File: src/rtl/vector_alu_sequencer_pkg.sv
// vector_alu_pkg: shared types for the vector ALU sequencer.
//   alu_op_e     - ALU opcode, passed unmodified to the ALU op select
//   vseq_state_e - sequencer FSM state (also exposed on dbg_state)
//   vseq_cmd_t   - one queued/latched ALU command
// The struct field widths come from VSEQ_BITS / VSEQ_RA. The sequencer's
// BITS / NREGS parameters must match them.
package vector_alu_pkg;

  localparam int VSEQ_BITS  = 8;
  localparam int VSEQ_NREGS = 8;
  localparam int VSEQ_RA    = $clog2(VSEQ_NREGS);

  typedef enum logic [2:0] {
    ALU_ADD = 3'b000,
    ALU_SUB = 3'b001,
    ALU_MUL = 3'b010,
    ALU_CMP = 3'b011,
    ALU_AND = 3'b100,
    ALU_OR  = 3'b101,
    ALU_XOR = 3'b110,
    ALU_NOT = 3'b111
  } alu_op_e;

  typedef enum logic [2:0] {
    ST_IDLE  = 3'd0,
    ST_READ  = 3'd1,
    ST_EXEC  = 3'd2,
    ST_WAIT  = 3'd3,
    ST_WRITE = 3'd4
  } vseq_state_e;

  typedef struct packed {
    alu_op_e              op;
    logic                 scalar_sel;
    logic [VSEQ_BITS-1:0] scalar;
    logic [VSEQ_RA-1:0]   src_a;
    logic [VSEQ_RA-1:0]   src_b;
    logic [VSEQ_RA-1:0]   dst;
  } vseq_cmd_t;

endpackage

File: src/rtl/vector_alu_sequencer_if.sv
// vector_alu_sequencer_if: command channel from the host-interface side.
// Handshake: a command transfers on the rising edge where cmd_valid and
// cmd_ready are both high. The master holds cmd_valid and all cmd_* fields
// stable until that edge; cmd_ready may change independently of cmd_valid.
//   master: host side (drives cmd_valid, cmd_*; receives cmd_ready)
//   slave : sequencer side
interface vector_alu_sequencer_if #(
  parameter int BITS = 8,
  parameter int RA   = 3
);
  logic            cmd_valid;
  logic            cmd_ready;
  logic [2:0]      cmd_op;
  logic            cmd_scalar_sel;
  logic [BITS-1:0] cmd_scalar;
  logic [RA-1:0]   cmd_src_a;
  logic [RA-1:0]   cmd_src_b;
  logic [RA-1:0]   cmd_dst;

  modport master (
    output cmd_valid, cmd_op, cmd_scalar_sel, cmd_scalar,
           cmd_src_a, cmd_src_b, cmd_dst,
    input  cmd_ready
  );

  modport slave (
    input  cmd_valid, cmd_op, cmd_scalar_sel, cmd_scalar,
           cmd_src_a, cmd_src_b, cmd_dst,
    output cmd_ready
  );
endinterface

File: src/rtl/vseq_cmd_fifo.sv
// vseq_cmd_fifo: synchronous FIFO of vseq_cmd_t.
//   clk, rst    - clock, asynchronous active-high reset (flushes pointers)
//   push, din   - write request and data; accepted when not full, or when
//                 full and a pop happens in the same cycle
//   pop, dout   - read request; dout shows the head combinationally
//   full, empty - status flags
// Pointers carry one extra wrap bit so full and empty are distinguishable.
module vseq_cmd_fifo
  import vector_alu_pkg::*;
#(
  parameter int DEPTH = 4
) (
  input  logic      clk,
  input  logic      rst,
  input  logic      push,
  input  vseq_cmd_t din,
  input  logic      pop,
  output vseq_cmd_t dout,
  output logic      full,
  output logic      empty
);
  localparam int AW = $clog2(DEPTH);

  vseq_cmd_t   mem [DEPTH];
  logic [AW:0] wr_ptr;
  logic [AW:0] rd_ptr;
  logic        do_push;
  logic        do_pop;

  assign empty   = (wr_ptr == rd_ptr);
  assign full    = (wr_ptr[AW] != rd_ptr[AW]) &&
                   (wr_ptr[AW-1:0] == rd_ptr[AW-1:0]);
  assign do_pop  = pop && !empty;
  assign do_push = push && (!full || do_pop);
  assign dout    = mem[rd_ptr[AW-1:0]];

  always_ff @(posedge clk or posedge rst) begin
    if (rst) begin
      wr_ptr <= '0;
      rd_ptr <= '0;
    end else begin
      if (do_push) wr_ptr <= wr_ptr + 1'b1;
      if (do_pop)  rd_ptr <= rd_ptr + 1'b1;
    end
  end

  // Storage is not reset; only the pointers define validity.
  always_ff @(posedge clk) begin
    if (do_push) mem[wr_ptr[AW-1:0]] <= din;
  end
endmodule

File: src/rtl/vector_alu_sequencer.sv
// vector_alu_sequencer: runs ALU commands one at a time against the vector
// register file: READ (rf address), EXEC (alu_set pulse), WAIT (for alu_en,
// bounded by TIMEOUT), WRITE (rf_we + done).
// Ports:
//   clk, rst            - clock, asynchronous active-high reset
//   cmd                 - command channel (vector_alu_sequencer_if.slave)
//   rf_rd_addr_a/b      - register-file read addresses (held from READ on)
//   rf_we, rf_wr_addr   - write-back strobe and address
//   alu_op_sel, alu_scalar_sel, alu_scalar - ALU configuration
//   alu_set             - one-cycle capture pulse to the ALU
//   alu_en              - ALU result valid
//   busy, done, err, err_sticky - status
//   dbg_state           - current FSM state
// Optional feature: define VSEQ_CMD_FIFO_EN to buffer commands in a
// FIFO_DEPTH-entry FIFO; otherwise commands are taken only in IDLE.
module vector_alu_sequencer
  import vector_alu_pkg::*;
#(
  parameter int BITS       = VSEQ_BITS,
  parameter int NREGS      = VSEQ_NREGS,
  parameter int TIMEOUT    = 15,
  parameter int FIFO_DEPTH = 4,
  localparam int RA        = $clog2(NREGS)
) (
  input  logic                   clk,
  input  logic                   rst,
  vector_alu_sequencer_if.slave  cmd,
  output logic [RA-1:0]          rf_rd_addr_a,
  output logic [RA-1:0]          rf_rd_addr_b,
  output logic                   rf_we,
  output logic [RA-1:0]          rf_wr_addr,
  output logic [2:0]             alu_op_sel,
  output logic                   alu_scalar_sel,
  output logic [BITS-1:0]        alu_scalar,
  output logic                   alu_set,
  input  logic                   alu_en,
  output logic                   busy,
  output logic                   done,
  output logic                   err,
  output logic                   err_sticky,
  output vseq_state_e            dbg_state
);
  localparam int CW = $clog2(TIMEOUT + 1);

  vseq_state_e state;
  vseq_cmd_t   cur;
  vseq_cmd_t   in_cmd;
  vseq_cmd_t   head;
  logic        head_valid;
  logic [CW-1:0] wait_cnt;

  always_comb begin
    in_cmd            = '0;
    in_cmd.op         = alu_op_e'(cmd.cmd_op);
    in_cmd.scalar_sel = cmd.cmd_scalar_sel;
    in_cmd.scalar     = cmd.cmd_scalar;
    in_cmd.src_a      = cmd.cmd_src_a;
    in_cmd.src_b      = cmd.cmd_src_b;
    in_cmd.dst        = cmd.cmd_dst;
  end

`ifdef VSEQ_CMD_FIFO_EN
  logic fifo_full;
  logic fifo_empty;
  logic fifo_pop;

  assign fifo_pop   = (state == ST_IDLE) && !fifo_empty;
  assign head_valid = !fifo_empty;
  assign cmd.cmd_ready = !fifo_full && !rst;
  assign busy       = (state != ST_IDLE) || !fifo_empty;

  vseq_cmd_fifo #(.DEPTH(FIFO_DEPTH)) u_fifo (
    .clk   (clk),
    .rst   (rst),
    .push  (cmd.cmd_valid && cmd.cmd_ready),
    .din   (in_cmd),
    .pop   (fifo_pop),
    .dout  (head),
    .full  (fifo_full),
    .empty (fifo_empty)
  );
`else
  assign head       = in_cmd;
  assign head_valid = cmd.cmd_valid;
  assign cmd.cmd_ready = (state == ST_IDLE) && !rst;
  assign busy       = (state != ST_IDLE);
`endif

  // The latched command drives the ALU and read addresses directly, so they
  // hold from READ through WRITE and keep their last value in IDLE.
  assign rf_rd_addr_a   = cur.src_a;
  assign rf_rd_addr_b   = cur.src_b;
  assign rf_wr_addr     = cur.dst;
  assign alu_op_sel     = cur.op;
  assign alu_scalar_sel = cur.scalar_sel;
  assign alu_scalar     = cur.scalar;
  assign dbg_state      = state;

  always_ff @(posedge clk or posedge rst) begin
    if (rst) begin
      state      <= ST_IDLE;
      cur        <= '0;
      wait_cnt   <= '0;
      alu_set    <= 1'b0;
      rf_we      <= 1'b0;
      done       <= 1'b0;
      err        <= 1'b0;
      err_sticky <= 1'b0;
    end else begin
      alu_set <= 1'b0;
      rf_we   <= 1'b0;
      done    <= 1'b0;
      err     <= 1'b0;
      case (state)
        ST_IDLE: begin
          if (head_valid) begin
            cur   <= head;
            state <= ST_READ;
          end
        end
        ST_READ: begin
          // Read data arrives one cycle later, in time for the capture.
          alu_set <= 1'b1;
          state   <= ST_EXEC;
        end
        ST_EXEC: begin
          wait_cnt <= '0;
          state    <= ST_WAIT;
        end
        ST_WAIT: begin
          if (alu_en) begin
            rf_we <= 1'b1;
            done  <= 1'b1;
            state <= ST_WRITE;
          end else if (wait_cnt == CW'(TIMEOUT - 1)) begin
            // This is the TIMEOUT-th WAIT cycle without a result.
            err        <= 1'b1;
            err_sticky <= 1'b1;
            state      <= ST_IDLE;
          end else begin
            wait_cnt <= wait_cnt + 1'b1;
          end
        end
        ST_WRITE: state <= ST_IDLE;
        default:  state <= ST_IDLE;
      endcase
    end
  end
endmodule

File: src/flat_wrapper.sv
// flat-port wrapper written by rule: the top's interface ports become plain ports
module vector_alu_sequencer_flat import vector_alu_pkg::*;
#(
  parameter int BITS       = VSEQ_BITS,
  parameter int NREGS      = VSEQ_NREGS,
  parameter int TIMEOUT    = 15,
  parameter int FIFO_DEPTH = 4,
  localparam int RA        = $clog2(NREGS)
)
  (clk, rst, rf_rd_addr_a, rf_rd_addr_b, rf_we, rf_wr_addr, alu_op_sel, alu_scalar_sel, alu_scalar, alu_set, alu_en, busy, done, err, err_sticky, dbg_state, cmd_cmd_valid, cmd_cmd_op, cmd_cmd_scalar_sel, cmd_cmd_scalar, cmd_cmd_src_a, cmd_cmd_src_b, cmd_cmd_dst, cmd_cmd_ready);
  vector_alu_sequencer_if #(.BITS(BITS), .RA(3)) cmd_i ();
  input  logic clk;
  input  logic rst;
  output logic [RA-1:0] rf_rd_addr_a;
  output logic [RA-1:0] rf_rd_addr_b;
  output logic rf_we;
  output logic [RA-1:0] rf_wr_addr;
  output logic [2:0] alu_op_sel;
  output logic alu_scalar_sel;
  output logic [BITS-1:0] alu_scalar;
  output logic alu_set;
  input  logic alu_en;
  output logic busy;
  output logic done;
  output logic err;
  output logic err_sticky;
  output vseq_state_e dbg_state;
  input wire logic [$bits(cmd_i.cmd_valid)-1:0] cmd_cmd_valid;
  input wire logic [$bits(cmd_i.cmd_op)-1:0] cmd_cmd_op;
  input wire logic [$bits(cmd_i.cmd_scalar_sel)-1:0] cmd_cmd_scalar_sel;
  input wire logic [$bits(cmd_i.cmd_scalar)-1:0] cmd_cmd_scalar;
  input wire logic [$bits(cmd_i.cmd_src_a)-1:0] cmd_cmd_src_a;
  input wire logic [$bits(cmd_i.cmd_src_b)-1:0] cmd_cmd_src_b;
  input wire logic [$bits(cmd_i.cmd_dst)-1:0] cmd_cmd_dst;
  output wire logic [$bits(cmd_i.cmd_ready)-1:0] cmd_cmd_ready;
  assign cmd_i.cmd_valid = cmd_cmd_valid;
  assign cmd_i.cmd_op = cmd_cmd_op;
  assign cmd_i.cmd_scalar_sel = cmd_cmd_scalar_sel;
  assign cmd_i.cmd_scalar = cmd_cmd_scalar;
  assign cmd_i.cmd_src_a = cmd_cmd_src_a;
  assign cmd_i.cmd_src_b = cmd_cmd_src_b;
  assign cmd_i.cmd_dst = cmd_cmd_dst;
  assign cmd_cmd_ready = cmd_i.cmd_ready;
  vector_alu_sequencer #(.BITS(BITS), .NREGS(NREGS), .TIMEOUT(TIMEOUT), .FIFO_DEPTH(FIFO_DEPTH)) u_core (.clk(clk), .rst(rst), .cmd(cmd_i), .rf_rd_addr_a(rf_rd_addr_a), .rf_rd_addr_b(rf_rd_addr_b), .rf_we(rf_we), .rf_wr_addr(rf_wr_addr), .alu_op_sel(alu_op_sel), .alu_scalar_sel(alu_scalar_sel), .alu_scalar(alu_scalar), .alu_set(alu_set), .alu_en(alu_en), .busy(busy), .done(done), .err(err), .err_sticky(err_sticky), .dbg_state(dbg_state));
endmodule
File: config.mk
export PLATFORM = sky130hd
export DESIGN_NAME = vector_alu_sequencer_flat
export DESIGN_NICKNAME = d
export VERILOG_FILES = /design/src/rtl/vector_alu_sequencer_pkg.sv /design/src/rtl/vector_alu_sequencer_if.sv /design/src/rtl/vseq_cmd_fifo.sv /design/src/rtl/vector_alu_sequencer.sv /design/src/flat_wrapper.sv
export SDC_FILE = /design/constraint.sdc
export NUM_CORES = 1
export LEC_CHECK = 0
export ABC_AREA = 0
export CAP_MARGIN = 20
export CORE_MARGIN = 2
export CORE_UTILIZATION = 39
export DETAILED_ROUTE_END_ITERATION = 12
export PLACE_DENSITY = 0.75
export SYNTH_ARGS = -nofsm -noshare
export SYNTH_HDL_FRONTEND = slang
export SYNTH_HIERARCHICAL = 1
export SYNTH_SLANG_ARGS = --single-unit
File: constraint.sdc
create_clock -name clk -period 1.4 [get_ports clk]
set_input_delay 0.28 -clock clk [delete_from_list [all_inputs] [get_ports clk]]
set_output_delay 0.28 -clock clk [all_outputs]
set_load 0.02 [all_outputs]
Word-level counts from Yosys, hierarchy flattened
Index checks and enable logic that the tools add are counted.

word-level totals
  output and inout port bits = 31
  bits in registers = 32

cells by class
  add/subtract/negate cells = 1
  reductions and logical operators = 9
  bitwise gates (word level) = 1
  multiplexer cells = 13
  equality and inequality tests = 8

operator list
  operator               number
  $pmux W3 S4            1
  $mux W3                3
  $mux W4                2
  $pmux W4 S2            1
  $eq A3 B2 Y1 const B   2
  $mux W1                6
  $ne A2 B2 Y1 const B   3
  $reduce_and A3 Y1      2
  $add A4 B1 Y4 const B  1
  $eq A4 B4 Y1 const B   1
  $reduce_and A2 Y1      2
  $eq A3 B1 Y1 const B   1
  $logic_not A3 Y1       1
  $ne A3 B2 Y1 const B   1
  $reduce_bool A3 Y1     1
  $reduce_bool A2 Y1     1
  $logic_and A1 B1 Y1    1
  $logic_not A1 Y1       1
  $not A1 Y1             1

Depth between registers and ports, before layout
  word-level depth = 4
  gate-level depth with buffers = 5

Worst setup path before layout
OpenSTA, ideal clock, no wires.

  path type = reg2reg
  from = register u_core.state[1] (netlist: u_core/dbg_state[1])
  to = register u_core.cur (netlist bit u_core/alu_op_sel[1])
  path buffers = 2
  stages on the path, launching flop included = 6
  slack = -0.337 ns
  clock period less this slack = 1.737 ns
  data arrival time = 1.612 ns
  path through = dfrtp_1 buf_6 or3_4 nor2_8 buf_12 mux2_4

on the way
  word-level cells in the longest chain between the ends = 2

ends and longest elaborated chain
  item                                RTL line                     RTL
  from (decl)                         vector_alu_sequencer.sv:45   vseq_state_e state;
  from (signal assigned)              vector_alu_sequencer.sv:101  state <= ST_IDLE;
  from (signal assigned)              vector_alu_sequencer.sv:118  state <= ST_READ;
  from (signal assigned)              vector_alu_sequencer.sv:124  state <= ST_EXEC;
  $logic_not A3 Y1                    vector_alu_sequencer.sv:114  case (state)
  $reduce_and A2 Y1 (no source line)  --
  to (signal assigned)                vector_alu_sequencer.sv:102  cur <= '0;
  to (signal assigned)                vector_alu_sequencer.sv:117  cur <= head;
  to (decl)                           vector_alu_sequencer.sv:46   vseq_cmd_t cur;

Every way passes these cells.
A chain may end at the register's enable or synchronous reset.

Final worst setup path
  from = register u_core.state[1] (netlist: u_core/dbg_state[1])
  to = register u_core.cur (netlist bit u_core/alu_scalar[1])

Same word-level chain as after synthesis.

==> metrics.md <==
| Metric | Value |
|---|---|
| Min-Delay Path Class | `in2async` |
| Status | `finished with violations` |
| # clock sinks | `32` |
| Share of layout cells above drive strength 1 | `30.81%` |
| Sequential area share after synthesis | `between 50% and 60%` |
| DRC | `0` |
| DP HPWL | `around 2300 microns` |
| Most common cell after layout, fill and taps aside | `dfrtp_1` |
| Post-Place Setup Slack | `-0.3388 ns` |
| CTS tree | `built` |
| Non-Filler Instances | `220` |
| Leak Pwr | `around 0.0011 uW` |
| Antenna Cells | `0` |
| Vias per Instance | `around 4.6` |
| Gpl congestion | `between 0.6 and 0.7` |
| CTS Buffer Depth | `2` |
| RSZ-0062 raised after global routing | `true` |
| Clk_skew | `0.005645 ns` |
| First-iteration detailed-routing DRC count | `48` |
| WL per Instance | `between 10 and 15 microns` |
| WL final | `3213 microns` |
| Number of library cell types mapped by synthesis | `32` |
| Tightest Pin Transition | `between 0.2 and 0.3 ns` |
| Area grow syn2layout | `52.02%` |
| Failing checks | `negative setup slack` |
| CP max FO | `12` |
| Reg clk slew, reported paths | `roughly 0.060 ns` |
| Slowest cell on the critical path | `dfrtp_2` |
| Final setup fails | `23` |
| NumNets Final | `198` |
| Warnings from Yosys | `6` |
| Buffers added on ports | `55` |
| Vias in the first global route | `between 900 and 1,000` |
| 1st-pass router iterations | `3` |
| #FFs+latches synth | `32` |
| Overflow after GRT | `0` |
| Fin worst setup slack | `-0.2264 ns` |
| WP data arrival | `1.79 ns` |
| Most frequent cells in the layout | `31 x dfrtp_1, 26 x dlygate4sd2_1, 24 x clkdlybuf4s50_1` |
| Pwr Density | `approximately 2200 nW/um^2` |
| Inst Count DP | `211` |
| Tcrit/Tclk final | `116.2%` |
| Max_slew headroom | `between 80% and 90%` |
| Data required, critical path | `around 1.6 ns` |
| Initial antenna violation count | `0` |
| Synth Cell Area | `~1500 sq um` |
| Die height | `~65 microns` |
| TritonCTS Buffers | `5` |
| Fmax | `614.9 MHz` |
| Max_cap viols | `0` |
| Die Area | `about 4200 sq um` |
| Num ports | `56` |
| Crit path kind | `reg2reg` |
| First-pass GRT wire length | `roughly 5100 microns` |
| Core ar. | `about 3600 sq um` |
| Critical path launch point type | `flop` |
| Synth Area per Inst | `14.38 sq um` |
| Largest net degree at the start of global routing | `21` |
| GR Util All Layers | `16.57%` |
| Initial Utilization | `roughly 40%` |
| Minimum clock period | `between 1.5 and 2 ns` |
| Core Rows | `22` |
| Syn nets | `approximately 130` |
| Post-Syn Instances | `around 100` |
| Critical-path cell list | `or3_4 > buf_6 > nor2_8 > buf_12 > mux2_4` |
| Final Hold Fails | `0` |
| H-tree depth | `2` |
| Fin. max-slew vios | `0` |
| Insertion delay to the later sink of the worst-skew pair | `0.28 ns` |
| Hold Buf Count CTS | `0` |
| Hold Slack | `~0.35 ns` |
| Die W | `around 65 microns` |
| ANT nets after route | `0` |
| Root Driver | `clkbuf_8` |
| Crit. End Element | `flop` |
| Worst stage delay on the critical path | `about 0.4 ns` |
| Peak supply drop | `~1.1 mV` |
| Vias | `between 1,000 and 1,500` |
-- flip-flops by register name, indices dropped and copies added, names as in the netlist --
signal / cells
u_core/rf_rd_addr_b: 3
u_core/err: 1
u_core/err_sticky: 1
u_core/rf_rd_addr_a: 3
u_core/alu_scalar: 8
u_core/alu_set: 1
u_core/alu_scalar_sel: 1
u_core/done: 1
u_core/dbg_state: 3
u_core/alu_op_sel: 3
u_core/rf_wr_addr: 3
u_core/wait_cnt: 4
-- routing by layer --
| layer | up-vias | share of wire (%) | GRT usage, % |
|---|---|---|---|
| met2 | 33 | 49 | 26.68 |
| met4 | 0 | 2.0 | 7.813 |
| met1 | 489 | 42 | 20.02 |
| met3 | 5 | 6.8 | 5.556 |
| met5 | - | 0 | 0 |
| li1 | 490 | - | - |
-- cell families after synthesis --
kind of cell | share of synthesized area (%)
muxes | 21.45
adders and majority gates | 1.722
AOI/OAI and AO/OA | 4.738
DFF | 55.13
and+or+nand+nor | 11.37
buffers and inverters | 5.599
-- cell usage after synthesis --
master     number  share of area (%)
nor3_1          1               0.34
o21ai_0         1               0.34
nand2_1         6                1.6
mux2_4         20                 21
buf_4           1               0.52
o31ai_1         1               0.52
nand3b_1        1               0.52
or3_4           1               0.78
nand4_1         1               0.43
or2b_1          1               0.52
ha_1            2                1.7
nor2_8          1                1.4
o221ai_1        1               0.60
nor3b_1         2                1.0
a21boi_0        1               0.52
nand4b_1        2                1.2
buf_12          2                2.8
buf_6           1               0.78
or2_2           1               0.43
nand4bb_1       1               0.78
o21bai_1        1               0.52
o211ai_1        1               0.52
nor2b_1         1               0.43
a211o_1         1               0.60
nor2_1          6                1.6
and3_1          1               0.43
a31oi_1         1               0.43
clkbuf_1        1               0.26
inv_1           5                1.3
a21oi_1         2               0.69
dfrtp_1        32                 55
mux2_2          1               0.78
-- power breakdown --
part / switching, uW / internal, uW
clock network: 324 / 448
logic: 1190 / 1260
registers: 210 / 1330
-- final cells by class --
cell class	instances	area [sq um]
well taps	48	60.06
flip-flops and latches	32	802.0
inverters	5	18.77
multi-input cells	59	593.1
fillers	306	1425
clock buffers	8	100.1
repair buffers	68	634.4
-- per-stage QoR --
stage / instance area, sq um / util (%) / setup TNS, ns / power [uW]
3_5_place_dp: 2132 / 58.68 / -5.505 / 4253
4_1_cts: 2212 / 60.88 / -4.594 / 4818
2_1_floorplan: 1469 / - / -6.697 / 3128
3_3_place_gp: 2132 / 58.68 / -4.855 / 4186
5_1_grt: 2208 / 60.78 / -5.666 / 5038
6_report: 2208 / 60.78 / -4.726 / 4760
-- final timing paths --
check,start,to,slack [ns],depth (start not counted)
max reg2reg,u_core/dbg_state[1],u_core/alu_scalar[1],-0.23,5
max in group asynchronous,rst,u_core/dbg_state[1],0.78,3
min in group clk,u_core/err_sticky,u_core/err_sticky,0.47,1
max,u_core/dbg_state[1],u_core/alu_scalar[1],-0.23,5
min,rst,u_core/alu_scalar[4],0.35,3
min reg2reg,u_core/err_sticky,u_core/err_sticky,0.47,1
-- timing repair --
item | 4_1_cts | 5_1_grt
endpoints found under the setup margin | 52 | 29
pin swaps | 0 | 2
setup buffers | 1 | 2
resized for setup | 49 | 5
-- worst max-delay path, delay by kind of cell, from the launching register on --
family | cells | cell delay [ns]
buffers and inverters | 2 | 0.31
DFF | 1 | 0.40
muxes | 1 | 0.31
and+or+nand+nor | 2 | 0.49
No activity file was read; power rests on OpenSTA's default activity.
